==> config.mk <==
export PLATFORM = sky130hd
export DESIGN_NAME = icache_direct
export DESIGN_NICKNAME = d
export VERILOG_FILES = /design/src/rtl/icache_direct.sv
export SDC_FILE = /design/constraint.sdc
export NUM_CORES = 1
export LEC_CHECK = 0
export CORE_AREA = 4 4 279 391
export CTS_BUF_LIST = sky130_fd_sc_hd__clkbuf_4
export DETAILED_ROUTE_END_ITERATION = 12
export DIE_AREA = 0 0 283 395
export GPL_ROUTABILITY_DRIVEN = 0
export PLACE_DENSITY = 0.64
export SKIP_LAST_GASP = 1
export SYNTH_ARGS = -nofsm -noshare
export SYNTH_HDL_FRONTEND = slang
export SYNTH_SLANG_ARGS = --single-unit
==> constraint.sdc <==
create_clock -name CLK -period 7 [get_ports CLK]
set_input_delay 2.1 -clock CLK [delete_from_list [all_inputs] [get_ports CLK]]
set_output_delay 2.1 -clock CLK [all_outputs]
set_load 0.01 [all_outputs]
==> src/rtl/icache_direct.sv <==
// Direct-mapped, read-only, one-word-per-line instruction cache.
// Hits return data in the same cycle; a miss runs a single-word fill from memory.
module icache_direct #(
   parameter int SETS  = 16,
   parameter int CNT_W = 32
) (
   input  logic             CLK,
   input  logic             nRST,
   // datapath fetch port
   input  logic             imemREN,
   input  logic [31:0]      imemaddr,
   output logic             ihit,
   output logic [31:0]      imemload,
   // memory controller port
   output logic             iREN,
   output logic [31:0]      iaddr,
   input  logic             iwait,
   input  logic [31:0]      iload,
   // performance counters
   output logic [CNT_W-1:0] hit_count,
   output logic [CNT_W-1:0] miss_count
);

   localparam int IDX_W = (SETS > 1) ? $clog2(SETS) : 1;
   localparam int TAG_W = 30 - IDX_W;

   typedef enum logic {
      IDLE = 1'b0,
      FILL = 1'b1
   } state_t;

   state_t state_reg, state_next;

   // word address of the outstanding miss; byte offset is always zero
   logic [29:0] miss_word_reg, miss_word_next;

   logic             valid_reg [SETS];
   logic [TAG_W-1:0] tag_reg   [SETS];
   logic [31:0]      data_reg  [SETS];

   logic [CNT_W-1:0] hit_count_reg, miss_count_reg;

   logic [IDX_W-1:0] req_idx;
   logic [TAG_W-1:0] req_tag;
   logic [IDX_W-1:0] fill_idx;
   logic [TAG_W-1:0] fill_tag;
   logic             tag_match;
   logic             hit;
   logic             fill_done;

   assign req_idx  = imemaddr[IDX_W+1:2];
   assign req_tag  = imemaddr[31:IDX_W+2];
   assign fill_idx = miss_word_reg[IDX_W-1:0];
   assign fill_tag = miss_word_reg[29:IDX_W];

   assign tag_match = valid_reg[req_idx] && (tag_reg[req_idx] == req_tag);
   assign hit       = (state_reg == IDLE) && imemREN && tag_match;
   assign fill_done = (state_reg == FILL) && !iwait;

   always_comb begin
      state_next     = state_reg;
      miss_word_next = miss_word_reg;
      ihit           = 1'b0;
      imemload       = 32'd0;
      iREN           = 1'b0;
      iaddr          = 32'd0;
      case (state_reg)
         IDLE: begin
            if (hit) begin
               ihit     = 1'b1;
               imemload = data_reg[req_idx];
            end else if (imemREN) begin
               miss_word_next = imemaddr[31:2];
               state_next     = FILL;
            end
         end
         FILL: begin
            // fill runs to completion regardless of redirects or halts upstream
            iREN  = 1'b1;
            iaddr = {miss_word_reg, 2'b00};
            if (!iwait) begin
               state_next = IDLE;
            end
         end
         default: begin
            state_next = IDLE;
         end
      endcase
   end

   always_ff @(posedge CLK or negedge nRST) begin
      if (!nRST) begin
         state_reg     <= IDLE;
         miss_word_reg <= 30'd0;
      end else begin
         state_reg     <= state_next;
         miss_word_reg <= miss_word_next;
      end
   end

   always_ff @(posedge CLK or negedge nRST) begin
      if (!nRST) begin
         for (int i = 0; i < SETS; i++) begin
            valid_reg[i] <= 1'b0;
            tag_reg[i]   <= '0;
            data_reg[i]  <= 32'd0;
         end
      end else if (fill_done) begin
         // unconditional overwrite: no write path, so evicted lines are never dirty
         valid_reg[fill_idx] <= 1'b1;
         tag_reg[fill_idx]   <= fill_tag;
         data_reg[fill_idx]  <= iload;
      end
   end

   always_ff @(posedge CLK or negedge nRST) begin
      if (!nRST) begin
         hit_count_reg  <= '0;
         miss_count_reg <= '0;
      end else begin
         if (hit) begin
            hit_count_reg <= hit_count_reg + CNT_W'(1);
         end
         if (fill_done) begin
            miss_count_reg <= miss_count_reg + CNT_W'(1);
         end
      end
   end

   assign hit_count  = hit_count_reg;
   assign miss_count = miss_count_reg;

endmodule
==> flow_summary.ini <==
[setup_path]
required_ns = 4.90
path_max_fanout = 8
critPathKind = input port to output port
cp-start-kind = input port
worst_setup_path_end_kind = output port
arrival_ns = 5.05

[sta]
worst_pin_slew_ns = 1.123
setup_viol = 32
timing.final.ws_setup_ns = -0.1530
finalSetupTns_ns = -2.993
post-route-min-period_ns = 7.153
finalHoldViolations = 0
fmax_mhz = 139.8
rsz0062_at_grt = yes
finalClockSkew_ns = 0.06724
drv_slew = 0
maxSlewHeadroom_pct = 25.14
timing.final.crit_share_pct = 102.2

[global_route]
grt-ovfl-total = 0
antenna_found_initial = 11
grt_max_degree = 161
grt_pass1_vias = 31820
grt_usage_pct = 22.90
grt_pass1_wl_um = 195100

[synth]
synth_edf_count = 0
synth_seq_cells = 1039
synth_cell_types = 57
synth_cells = 2992
ys_warn_count = 0
yosys.area.top_type = dfrtp_1
netlist_area_mm2 = 0.04724
synth.most_common_cell = dfrtp_1
avgSynthCellArea_um2 = 15.79
synth_common_cells = dfrtp_1, mux2_2, mux4_2
synth_seq_area_share_pct = 55.04
yosysTopAreaCellShare_pct = 55.04
synthTopCellsByArea = dfrtp_1, mux2_2, mux4_2
ys_async_sr_fraction_pct = 100.0
synthFlopType = dfrtp_1

[power_and_ir_drop]
p_total_uw = 19640
cellPowerDensity_mw_per_mm2 = 355.5
p_int_uw = 14210
pwr-share-seq_pct = 49.5
netSwitchingFraction_pct = 27.64
irDropWorstVdd_mv = 0.1564
leakagePower_uw = 0.02532
clkPwrFrac_pct = 25.0
pwr-share-comb_pct = 25.5
p_switching_uw = 5428

[drt]
ant_nets = 0
wl_um = 126400
avgViaCountPerCell = 5.709
vias = 28110
wl_per_cell_um = 25.67
first_iter_violations = 1632
first_pass_iters = 4
drc = 0

[floorplan]
start_util_pct = 44.85
core.rowCount = 141
pin_count = 198
fp.coreArea_mm2 = 0.1053
dieArea_mm2 = 0.1118
dieHeight_um = 395
fp.dieW_um = 283

[clock_network]
clockBufferDepth = 4
cts_buffers = 282
cts_hold_buf = 0
root_buffer = clkbuf_4
cts_tree = built
clk_pin_slew_ns = 0.06
htree_num_levels = 5
clkSinkCount = 1039
worstSkewPairLatency_ns = 1.17

[finish]
fillers = 8679
regArea_mm2 = 0.02600
largest_reg_flops = 512
layout.cells.non_filler = 4924
nets = 3480
layout-drive-gt1-share_pct = 53.77
finish.utilization_pct = 52.46
multi_input_area_mm2 = 0.02051
synthToLayoutAreaGrowth_pct = 16.97

[min_path]
hp-class = register to register

[placed_design]
portBuffers = 193
hpwl_um = 74140
numPlacedInstances = 4453

[run_status]
violations = setup timing
status = finished with violations

[job]
drv_cap = 0
final timing paths:
kind / from / endpoint / slack (ns) / cells past startpoint
worst max-delay path: imemaddr[2] / imemload[29] / -0.15 / 14
worst min-delay path: valid_reg[14]$_DFFE_PN0P_ / valid_reg[14]$_DFFE_PN0P_ / 0.46 / 1
worst max register to register: tag_reg[219]$_DFFE_PN0P_ / hit_count[30]$_DFFE_PN0P_ / 3.26 / 10
worst min register to register: valid_reg[14]$_DFFE_PN0P_ / valid_reg[14]$_DFFE_PN0P_ / 0.46 / 1
max in group asynchronous: nRST / data_reg[304]$_DFFE_PN0P_ / 4.46 / 2
min in group asynchronous: nRST / tag_reg[387]$_DFFE_PN0P_ / 1.05 / 1
per-stage QoR:
step | cell area (um2) | hold slack (ns) | setup WS (ns)
3_5_place_dp | 51440 | 0.4477 | -0.7861
6_report | 55250 | 0.4639 | -0.1530
5_1_grt | 55240 | 0.4849 | -0.2198
2_1_floorplan | 47370 | 0.4287 | 0.01758
3_3_place_gp | 51440 | 0.4436 | -0.7769
4_1_cts | 55010 | 0.4661 | -0.1523
cells in the final DEF, fill, tap and decap left out, types with 33 or more instances in the layout:
cell type           n
buf_4             140
clkbuf_4          391
xor2_1             50
and2_1             33
clkdlybuf4s50_1   155
nand2_1            37
mux2i_1            60
buf_6              33
dfrtp_1          1039
mux4_2            253
xnor2_1            55
mux2_2            937
final cells by class:
cell class                 count  area share [%]
inverter                      15          0.1087
clock inverter                35          0.2491
tap                         1358           3.075
multi-input combinational   1697           37.12
sequential                  1039           47.06
timing repair buffer         375           7.013
antenna                       14         0.06341
clock buffer                 391           5.313
worst max-delay path: stages:
cell     delay, ns
buf_16        0.14
buf_16        0.14
buf_12        0.10
mux4_2        0.49
mux4_2        0.50
xnor2_1       0.16
buf_4         0.17
nand2_4       0.07
nor4_4        0.32
nand4_1       0.19
buf_6         0.21
buf_12        0.16
nor2b_4       0.17
buf_6         0.12
routing by layer:
layer | global-route usage [%] | wire [um]
met1 | 29.32 | 52870
met3 | 5.441 | 6372
met4 | 9.705 | 4352
met5 | 0 | 28
met2 | 37.58 | 62790
power by group through the flow:
stage,Combinational [uW],Sequential [uW],Clock (uW)
after floorplan,3890,9240,0
after global placement,4780,9520,0
after detailed placement,4980,9810,0
after CTS,5060,9700,5090
after global routing,5420,9990,5410
final,5020,9720,4900
kinds of logic (layout without fill, tap and decap cells):
family	after synthesis	count (layout)	synth area share [%]
multiplexers	1284	1284	36.77
flip-flops	1039	1039	55.04
AND/OR/NAND/NOR	260	260	3.054
buffers and inverters	257	816	2.384
XOR/XNOR	107	107	1.984
AO/OA/AOI/OAI	42	42	0.7020
adder cells (fa/ha/maj)	2	2	0.05297
other	1	16	0.007939
repair_timing:
action,in CTS,in global routing
cloned,6,0
resized for setup,205,24
buffers inserted,14,11
setup endpoints to repair,33,33
pin swaps,6,6
Note: power is estimated with default switching activity, not from simulation.
